[src/rtl/bleuart_trans_frame.sv]
// UART transmit framer: small TX FIFO feeding a start/data/[parity]/stop serializer paced by tick.
// Optional parity bit generation is built in when BLEUART_TX_PARITY_EN is defined.
module bleuart_trans_frame #(
    parameter int unsigned DATA_BITS  = 8,
    parameter int unsigned STOP_BITS  = 1,
    parameter int unsigned FIFO_DEPTH = 4
) (
    input  logic                          clk,
    input  logic                          rst,
    input  logic                          tick,
    input  logic [DATA_BITS-1:0]          in,
    input  logic                          valid,
    output logic                          rdy,
    input  logic [1:0]                    par_mode,
    output logic                          tx,
    output logic                          busy,
    output logic                          done,
    output logic [$clog2(FIFO_DEPTH):0]   level
);

    localparam int unsigned PTR_W = $clog2(FIFO_DEPTH);
    localparam int unsigned LVL_W = PTR_W + 1;
    localparam int unsigned CNT_W = 4;

`ifdef BLEUART_TX_PARITY_EN
    typedef enum logic [2:0] {IDLE, START, DATA, PARITY, STOP} state_t;
`else
    typedef enum logic [2:0] {IDLE, START, DATA, STOP} state_t;
`endif

    state_t                 state_q, state_d;
    logic [DATA_BITS-1:0]   shift_q, shift_d;
    logic [CNT_W-1:0]       cnt_q, cnt_d;
    logic                   tx_q, tx_d;
    logic                   done_q, done_d;
    logic                   busy_q, busy_d;
    logic                   rdy_q, rdy_d;
    logic [LVL_W-1:0]       level_q, level_d;
    logic [PTR_W-1:0]       wr_ptr_q, wr_ptr_d;
    logic [PTR_W-1:0]       rd_ptr_q, rd_ptr_d;
    logic [DATA_BITS-1:0]   mem_q [FIFO_DEPTH];
    logic                   push_c;
    logic                   pop_c;
    logic [DATA_BITS-1:0]   head_c;

`ifdef BLEUART_TX_PARITY_EN
    logic                   par_en_q, par_en_d;
    logic                   par_bit_q, par_bit_d;
`else
    logic                   unused_par_mode;
    assign unused_par_mode = ^par_mode;
`endif

    assign push_c = valid && rdy_q;
    assign head_c = mem_q[rd_ptr_q];

    // FIFO storage; contents need no reset since level gates every read
    always_ff @(posedge clk) begin
        if (push_c) begin
            mem_q[wr_ptr_q] <= in;
        end
    end

    // Frame sequencer and FIFO bookkeeping
    always_comb begin
        state_d  = state_q;
        shift_d  = shift_q;
        cnt_d    = cnt_q;
        tx_d     = tx_q;
        done_d   = 1'b0;
        pop_c    = 1'b0;
`ifdef BLEUART_TX_PARITY_EN
        par_en_d  = par_en_q;
        par_bit_d = par_bit_q;
`endif
        case (state_q)
            IDLE: begin
                tx_d = 1'b1;
                if (level_q != '0) begin
                    pop_c   = 1'b1;
                    shift_d = head_c;
                    cnt_d   = '0;
                    state_d = START;
`ifdef BLEUART_TX_PARITY_EN
                    par_en_d  = (par_mode == 2'b01) || (par_mode == 2'b10);
                    par_bit_d = (par_mode == 2'b10) ? ~(^head_c) : (^head_c);
`endif
                end
            end
            START: begin
                if (tick) begin
                    tx_d    = 1'b0;
                    state_d = DATA;
                end
            end
            DATA: begin
                if (tick) begin
                    tx_d    = shift_q[0];
                    shift_d = shift_q >> 1;
                    cnt_d   = CNT_W'(cnt_q + 1'b1);
                    if (cnt_q == CNT_W'(DATA_BITS - 1)) begin
                        cnt_d   = '0;
`ifdef BLEUART_TX_PARITY_EN
                        state_d = par_en_q ? PARITY : STOP;
`else
                        state_d = STOP;
`endif
                    end
                end
            end
`ifdef BLEUART_TX_PARITY_EN
            PARITY: begin
                if (tick) begin
                    tx_d    = par_bit_q;
                    state_d = STOP;
                end
            end
`endif
            STOP: begin
                if (tick) begin
                    tx_d  = 1'b1;
                    cnt_d = CNT_W'(cnt_q + 1'b1);
                    if (cnt_q == CNT_W'(STOP_BITS - 1)) begin
                        done_d  = 1'b1;
                        state_d = IDLE;
                    end
                end
            end
            default: state_d = IDLE;
        endcase

        wr_ptr_d = push_c ? PTR_W'(wr_ptr_q + 1'b1) : wr_ptr_q;
        rd_ptr_d = pop_c  ? PTR_W'(rd_ptr_q + 1'b1) : rd_ptr_q;
        level_d  = level_q;
        if (push_c && !pop_c) begin
            level_d = LVL_W'(level_q + 1'b1);
        end else if (pop_c && !push_c) begin
            level_d = LVL_W'(level_q - 1'b1);
        end
        rdy_d  = (level_d < LVL_W'(FIFO_DEPTH));
        busy_d = (state_d != IDLE);
    end

    always_ff @(posedge clk or negedge rst) begin
        if (!rst) begin
            state_q  <= IDLE;
            shift_q  <= '0;
            cnt_q    <= '0;
            tx_q     <= 1'b1;
            done_q   <= 1'b0;
            busy_q   <= 1'b0;
            rdy_q    <= 1'b0;
            level_q  <= '0;
            wr_ptr_q <= '0;
            rd_ptr_q <= '0;
`ifdef BLEUART_TX_PARITY_EN
            par_en_q  <= 1'b0;
            par_bit_q <= 1'b0;
`endif
        end else begin
            state_q  <= state_d;
            shift_q  <= shift_d;
            cnt_q    <= cnt_d;
            tx_q     <= tx_d;
            done_q   <= done_d;
            busy_q   <= busy_d;
            rdy_q    <= rdy_d;
            level_q  <= level_d;
            wr_ptr_q <= wr_ptr_d;
            rd_ptr_q <= rd_ptr_d;
`ifdef BLEUART_TX_PARITY_EN
            par_en_q  <= par_en_d;
            par_bit_q <= par_bit_d;
`endif
        end
    end

    assign tx    = tx_q;
    assign done  = done_q;
    assign busy  = busy_q;
    assign rdy   = rdy_q;
    assign level = level_q;

endmodule

[config.mk]
export PLATFORM = sky130hd
export DESIGN_NAME = bleuart_trans_frame
export DESIGN_NICKNAME = d
export VERILOG_FILES = /design/src/rtl/bleuart_trans_frame.sv
export SDC_FILE = /design/constraint.sdc
export NUM_CORES = 1
export LEC_CHECK = 0
export CAP_MARGIN = 5
export CORE_ASPECT_RATIO = 1.2
export CORE_UTILIZATION = 50
export CTS_CLUSTER_DIAMETER = 60
export CTS_CLUSTER_SIZE = 28
export DETAILED_ROUTE_END_ITERATION = 10
export PLACE_DENSITY = 0.7
export REMOVE_ABC_BUFFERS = 1
export SETUP_SLACK_MARGIN = 0.02
export SYNTH_ARGS = -nofsm -noshare
export SYNTH_HDL_FRONTEND = slang
export SYNTH_SLANG_ARGS = --single-unit
export TNS_END_PERCENT = 5
[constraint.sdc]
create_clock -name clk -period 3.6 [get_ports clk]
set_clock_uncertainty 0.1 [all_clocks]
set_input_delay 0.72 -clock clk [delete_from_list [all_inputs] [get_ports clk]]
set_output_delay 0.72 -clock clk [all_outputs]
set_load 0.01 [all_outputs]
==> results of run 1 <==
[final cells by class]
class,count,area (um^2),area share
tap,60,75.1,0.0250
clock buffer,9,124,0.0413
inverter,12,45.0,0.0150
multi-input combinational,90,897,0.299
timing repair buffer,19,188,0.0626
sequential,58,1610,0.538
clock inverter,6,58.8,0.0196
[synthesized netlist by cell type]
master,number,area [um^2]
nand3_1,4,20.0
xor2_1,2,17.5
nand2b_1,2,12.5
mux4_2,8,180
or3b_1,1,8.76
edfxtp_1,32,961
nor4bb_1,1,10.0
buf_4,2,15.0
a21oi_1,3,15.0
mux2_2,6,67.6
buf_6,2,22.5
and3b_1,1,8.76
nand2_1,5,18.8
buf_2,2,10.0
nor3_1,2,10.0
nor2_1,5,18.8
inv_1,12,45.0
a32o_1,2,20.0
nand4b_1,1,8.76
o211ai_1,1,7.51
xnor2_1,5,43.8
a41o_2,1,11.3
nor3b_1,3,22.5
nand3b_1,1,7.51
o21a_1,1,7.51
a211oi_1,1,7.51
and3_1,4,25.0
or2_2,1,6.26
a31oi_1,1,6.26
o311ai_0,1,8.76
conb_1,1,3.75
a2111oi_4,1,27.5
clkbuf_1,1,3.75
dfstp_2,1,26.3
o2bb2ai_1,2,17.5
ha_1,11,138
dfrtp_1,25,626
o21ai_0,4,20.0
mux2_4,8,120
[cell families after synthesis]
group,Yosys count,share of synthesized area
flip-flops,58,0.619
AND/OR/NAND/NOR,31,0.0682
adder cells (fa/ha/maj),11,0.0528
buffers and inverters,19,0.0370
AO/OA/AOI/OAI,18,0.0571
other,1,0.00144
XOR/XNOR,7,0.0235
multiplexers,22,0.141
[worst paths after layout]
check	to	cells after the start	startpoint	slack, ps
worst max-delay path	shift_q[3]	4	tick	1190
worst min-delay path	tx	2	tx	400
worst max register to register	rdy	9	level[0]	1310
worst min register to register	tx	2	tx	400
max in group asynchronous	tx	2	rst	2460
min in group asynchronous	shift_q[0]	2	rst	640
[sequential cells by signal, summed over array words and instances (netlist names)]
register,flops
mem_q,32
shift_q,8
cnt_q,4
level,3
state_q,3
rd_ptr_q,2
wr_ptr_q,2
busy,1
done,1
rdy,1
tx,1
[layer usage]
metal / part of all wire / vias up
met1: 0.43 / 716
met5: 0 / -
met4: 0.021 / 0
met2: 0.53 / 24
met3: 0.025 / 9
li1: - / 662
[power by group through the flow]
stage | registers [mW] | clock network, mW | logic (mW)
after floorplan | 1.03 | 0 | 0.508
after global placement | 1.05 | 0 | 0.679
after detailed placement | 1.07 | 0 | 0.717
after CTS | 1.05 | 0.576 | 0.721
after global routing | 1.08 | 0.601 | 0.786
final | 1.05 | 0.560 | 0.713
[worst max-delay path: stages]
cell,delay (ps)
clkdlybuf4s50_1,620
inv_1,130
a2111oi_4,650
mux2_2,410
==> impl_metrics.prom, run 1 <==
# TYPE chip_impl_metric gauge
chip_impl_metric{name="final-hold-violation-count",unit=""} 0
chip_impl_metric{name="avgViaCountPerCell",unit=""} 5.56
chip_impl_metric{name="final_cells",unit=""} 254
chip_impl_info{name="run_status",value="complete, no violations"} 1
chip_impl_metric{name="core_area",unit="um^2"} 4970
chip_impl_metric{name="wirelength",unit="um"} 4250
chip_impl_metric{name="antenna_left",unit=""} 0
chip_impl_metric{name="globalRouteTotalUtil",unit=""} 0.183
chip_impl_metric{name="io_buffers",unit=""} 18
chip_impl_metric{name="num-fill-cells",unit=""} 377
chip_impl_metric{name="wl_per_cell",unit="um"} 16.7
chip_impl_metric{name="post_route_cells_drive_above_1_share",unit=""} 0.211
chip_impl_metric{name="clk_latency",unit="ps"} 330
chip_impl_metric{name="core.rowCount",unit=""} 28
chip_impl_metric{name="clock_power_share",unit=""} 0.241
chip_impl_metric{name="design.die.area",unit="um^2"} 5510
chip_impl_metric{name="post-route-drc-count",unit=""} 0
chip_impl_metric{name="ys_warn_count",unit=""} 0
chip_impl_metric{name="timing_max_transition_violations_final",unit=""} 0
chip_impl_metric{name="totalNegativeSetupSlack",unit="ps"} 0
chip_impl_metric{name="cts_buffer_depth",unit=""} 2
chip_impl_metric{name="antenna_violations_before_repair",unit=""} 0
chip_impl_metric{name="detailroute.via_count",unit=""} 1411
chip_impl_metric{name="pre_cts_ws",unit="ps"} 833
chip_impl_metric{name="htree_num_levels",unit=""} 3
chip_impl_metric{name="cts.hold.buffers_added",unit=""} 0
chip_impl_metric{name="peakVddDrop",unit="uV"} 452
chip_impl_metric{name="global_route.usage.met2",unit=""} 0.302
chip_impl_metric{name="synth.cell_area",unit="um^2"} 2610
chip_impl_info{name="hold_path_class",value="reg2reg"} 1
chip_impl_metric{name="grt_max_degree",unit=""} 27
chip_impl_metric{name="place.gp.congestion",unit=""} 0.733
chip_impl_metric{name="whs",unit="ps"} 397
chip_impl_metric{name="insertedDiodeCount",unit=""} 0
chip_impl_metric{name="cts_post_setup_buffers_inserted",unit=""} 0
chip_impl_metric{name="netlist_instances",unit=""} 167
chip_impl_metric{name="starting_density_of_the_core",unit=""} 0.524
chip_impl_metric{name="cts-buffers-inserted",unit=""} 9
chip_impl_info{name="tritoncts_clock_tree",value="done"} 1
chip_impl_metric{name="flow.area_growth_from_synthesis",unit="%"} 15.1
chip_impl_metric{name="timing.critical_path.fanout_max",unit=""} 8
chip_impl_metric{name="max-cap-violations",unit=""} 0
chip_impl_info{name="critical_path.endpoint_type",value="flip-flop"} 1
chip_impl_metric{name="maxClockFrequency",unit="GHz"} 0.414
chip_impl_info{name="timing_worst_setup_path_type",value="in2reg"} 1
chip_impl_metric{name="grt-ovfl-total",unit=""} 0
chip_impl_metric{name="grt_pass1_wl",unit="um"} 7040
chip_impl_metric{name="drc_violation_total_after_the_first_tritonroute_iteration",unit=""} 94
chip_impl_metric{name="boundaryPins",unit=""} 21
chip_impl_metric{name="timing.critical_path.required",unit="ps"} 3720
chip_impl_metric{name="seq_power_share",unit=""} 0.452
chip_impl_metric{name="synth.yosys.seq_area_share",unit=""} 0.619
chip_impl_metric{name="via_count_of_the_first_global_routing_pass",unit=""} 1408
chip_impl_metric{name="dp_hpwl",unit="um"} 2940
chip_impl_metric{name="final-setup-viol-count",unit=""} 0
chip_impl_metric{name="use_met1",unit=""} 0.216
chip_impl_info{name="grt_most_used_layer",value="met2"} 1
chip_impl_info{name="worst_setup_path_start_kind",value="primary input"} 1
chip_impl_metric{name="tightest_slew",unit="ps"} 619
chip_impl_metric{name="final_min_period_over_clock_period",unit=""} 0.670
chip_impl_metric{name="min_period",unit="ps"} 2410
chip_impl_metric{name="worst_setup_hold_path_clk_slew",unit="ps"} 60
chip_impl_metric{name="synth_area_per_cell",unit="um^2"} 15.6
chip_impl_metric{name="worst_slack",unit="ps"} 1190
chip_impl_info{name="clockRootBuffer",value="clkbuf_8"} 1
chip_impl_metric{name="final_core_util",unit=""} 0.603
chip_impl_info{name="grt_setup_unrepaired",value="false"} 1
chip_impl_metric{name="timing.critical_path.arrival",unit="ps"} 2530
chip_impl_metric{name="internal_power",unit="mW"} 1.61
chip_impl_metric{name="synth.distinct_cells",unit=""} 39
chip_impl_metric{name="yosys_register_bits",unit=""} 58
chip_impl_info{name="layout_common_cells",value="edfxtp_1, dfrtp_1, clkdlybuf4s50_1"} 1
chip_impl_metric{name="firstDrtPassIters",unit=""} 4
chip_impl_metric{name="combPwrFrac",unit=""} 0.307
chip_impl_metric{name="stdcell_area",unit="um^2"} 3000
chip_impl_metric{name="power_switching_share",unit=""} 0.307
chip_impl_metric{name="grt_use_met3",unit=""} 0.0421
chip_impl_metric{name="placement.cell_area",unit="um^2"} 2820
chip_impl_metric{name="p_leak",unit="nW"} 1.19
chip_impl_metric{name="finalPower",unit="mW"} 2.32
chip_impl_metric{name="slew_headroom",unit=""} 0.587
chip_impl_metric{name="finalNetCount",unit=""} 215
chip_impl_metric{name="power.density",unit="nW/um^2"} 774
chip_impl_metric{name="dieHeight",unit="um"} 81.1
chip_impl_metric{name="cts.sink_count",unit=""} 58
chip_impl_metric{name="total_switching_power",unit="mW"} 0.714
chip_impl_metric{name="placedCellCount",unit=""} 239
chip_impl_info{name="layout_commonest_cell",value="edfxtp_1"} 1
chip_impl_metric{name="ctsResizeCount",unit=""} 0
chip_impl_metric{name="die_width",unit="um"} 67.9
Note: power is estimated with default switching activity, not from simulation.
==> run 2: changes to the inputs <==
clock period = 2.5 ns   (was 3.6 ns; I/O delays follow)
==> run 2 against run 1 <==
  * Highest routed layer unchanged
  * First-iteration DRC count fell by 6.4%
  * Register-to-register slack got worse by 1000 ps
  * Total power rose by 47%
  * Global-route usage rose by 0.78 points
  * Clock power rose by 54%
  * Worst hold slack improved by 14 ps
==> impl_metrics.prom, run 2 (synthesis gave the netlist of run 1 again) <==
# TYPE chip_impl_metric gauge
chip_impl_metric{name="cts_buffer_depth",unit=""} 2
chip_impl_metric{name="global_route.usage.met2",unit=""} 0.298
chip_impl_metric{name="grt_use_met3",unit=""} 0.0604
chip_impl_info{name="hold_path_class",value="reg2reg"} 1
chip_impl_metric{name="final-setup-viol-count",unit=""} 0
chip_impl_metric{name="grt_pass1_wl",unit="um"} 7250
chip_impl_metric{name="grt-ovfl-total",unit=""} 0
chip_impl_metric{name="power.density",unit="nW/um^2"} 1120
chip_impl_metric{name="antenna_violations_before_repair",unit=""} 0
chip_impl_metric{name="ctsResizeCount",unit=""} 0
chip_impl_metric{name="worst_setup_hold_path_clk_slew",unit="ps"} 60
chip_impl_metric{name="timing_max_transition_violations_final",unit=""} 0
chip_impl_metric{name="timing.critical_path.required",unit="ps"} 2640
chip_impl_metric{name="largest_reg_flops",unit=""} 32
chip_impl_metric{name="detailroute.via_count",unit=""} 1414
chip_impl_metric{name="use_met1",unit=""} 0.234
chip_impl_metric{name="drc_violation_total_after_the_first_tritonroute_iteration",unit=""} 88
chip_impl_info{name="worst_setup_path_start_kind",value="flip-flop"} 1
chip_impl_metric{name="maxClockFrequency",unit="GHz"} 0.449
chip_impl_info{name="critical_path.endpoint_type",value="flip-flop"} 1
chip_impl_metric{name="finalNetCount",unit=""} 218
chip_impl_metric{name="firstDrtPassIters",unit=""} 5
chip_impl_metric{name="cts_post_setup_buffers_inserted",unit=""} 0
chip_impl_metric{name="cts.hold.buffers_added",unit=""} 0
chip_impl_info{name="regMostFlops",value="mem_q"} 1
chip_impl_metric{name="timing.critical_path.arrival",unit="ps"} 2370
chip_impl_metric{name="peakVddDrop",unit="uV"} 545
chip_impl_info{name="clockRootBuffer",value="clkbuf_8"} 1
chip_impl_metric{name="core_area",unit="um^2"} 4970
chip_impl_metric{name="flow.area_growth_from_synthesis",unit="%"} 16.6
chip_impl_metric{name="min_period",unit="ps"} 2230
chip_impl_metric{name="core.rowCount",unit=""} 28
chip_impl_metric{name="insertedDiodeCount",unit=""} 0
chip_impl_metric{name="dieHeight",unit="um"} 81.1
chip_impl_info{name="tritoncts_clock_tree",value="done"} 1
chip_impl_metric{name="design.die.area",unit="um^2"} 5510
chip_impl_info{name="timing_worst_setup_path_type",value="reg2reg"} 1
chip_impl_metric{name="timing.critical_path.fanout_max",unit=""} 7
chip_impl_metric{name="grt_max_degree",unit=""} 27
chip_impl_metric{name="final_min_period_over_clock_period",unit=""} 0.890
chip_impl_metric{name="p_leak",unit="nW"} 1.21
chip_impl_info{name="layout_top_registers",value="mem_q (32), shift_q (8), cnt_q (4)"} 1
chip_impl_metric{name="starting_density_of_the_core",unit=""} 0.524
chip_impl_metric{name="totalNegativeSetupSlack",unit="ps"} 0
chip_impl_info{name="layout_common_cells",value="edfxtp_1, dfrtp_1, clkdlybuf4s50_1"} 1
chip_impl_metric{name="wirelength",unit="um"} 4240
chip_impl_metric{name="post_route_cells_drive_above_1_share",unit=""} 0.222
chip_impl_metric{name="whs",unit="ps"} 412
chip_impl_info{name="grt_most_used_layer",value="met2"} 1
chip_impl_metric{name="clk_latency",unit="ps"} 330
chip_impl_metric{name="max-cap-violations",unit=""} 0
chip_impl_metric{name="cts.sink_count",unit=""} 58
chip_impl_metric{name="boundaryPins",unit=""} 21
chip_impl_metric{name="antenna_left",unit=""} 0
chip_impl_metric{name="globalRouteTotalUtil",unit=""} 0.191
chip_impl_metric{name="io_buffers",unit=""} 18
chip_impl_metric{name="avgViaCountPerCell",unit=""} 5.48
chip_impl_info{name="run_status",value="complete, no violations"} 1
chip_impl_metric{name="dp_hpwl",unit="um"} 2840
chip_impl_metric{name="htree_num_levels",unit=""} 3
chip_impl_metric{name="place.gp.congestion",unit=""} 0.774
chip_impl_metric{name="via_count_of_the_first_global_routing_pass",unit=""} 1511
chip_impl_metric{name="post-route-drc-count",unit=""} 0
chip_impl_metric{name="final-hold-violation-count",unit=""} 0
chip_impl_info{name="grt_setup_unrepaired",value="false"} 1
chip_impl_metric{name="die_width",unit="um"} 67.9
chip_impl_metric{name="wl_per_cell",unit="um"} 16.4
chip_impl_info{name="layout_commonest_cell",value="edfxtp_1"} 1
chip_impl_metric{name="cts-buffers-inserted",unit=""} 9
-- run 2: cell types whose count changed in the layout (fill, tap and decap cells not counted), sizes merged --
| cell | delta |
|---|---|
| clkbuf | +4 |
| clkinvlp | -2 |
| clkinv | -1 |
| buf | +3 |
-- run 2: layout make-up --
class | count | area [um^2]
Fill cell | 389 | 1940
Sequential cell | 58 | 1610
Multi-Input combinational cell | 90 | 897
Timing Repair Buffer | 22 | 210
Clock buffer | 13 | 159
Tap cell | 60 | 75.1
Inverter | 12 | 45.0
Clock inverter | 3 | 40.0
-- run 2: per-layer routing --
layer / wire (um) / vias up
met3: 141 / 8
met4: 72 / 0
met1: 1860 / 712
met5: 0 / -
met2: 2160 / 23
li1: - / 671
-- run 2: through the flow --
stage,util,instance area (um^2),cells,power [mW],setup slack (ps)
final,0.611,3040,258,3.41,274
after global routing,0.611,3040,258,3.63,60.3
after CTS,0.611,3040,258,3.45,257
after detailed placement,0.571,2840,242,2.57,190
after global placement,0.571,2840,242,2.52,245
after floorplan,-,2550,160,2.21,492
-- run 2: worst max-delay path, cell delays in order (launching register included) --
cell	delay, ps
dfrtp_1	420
inv_1	90
ha_1	180
nand2b_1	80
nand2_1	250
inv_1	170
ha_1	240
and3b_1	180
a21oi_1	220
xor2_1	210
-- run 2: worst paths after layout --
kind / start / to / slack [ps] / depth (start not counted)
max reg2reg: level[0] / rdy / 270 / 9
max in group asynchronous: rst / tx / 1560 / 2
min: tx / tx / 410 / 2
min in group asynchronous: rst / shift_q[6] / 440 / 2
min reg2reg: tx / tx / 410 / 2
max: level[0] / rdy / 270 / 9
-- run 2: report_power, final --
part	internal, mW	total [mW]	switching (mW)
Clock	0.512	0.861	0.349
Sequential	1.27	1.48	0.210
Combinational	0.618	1.07	0.453
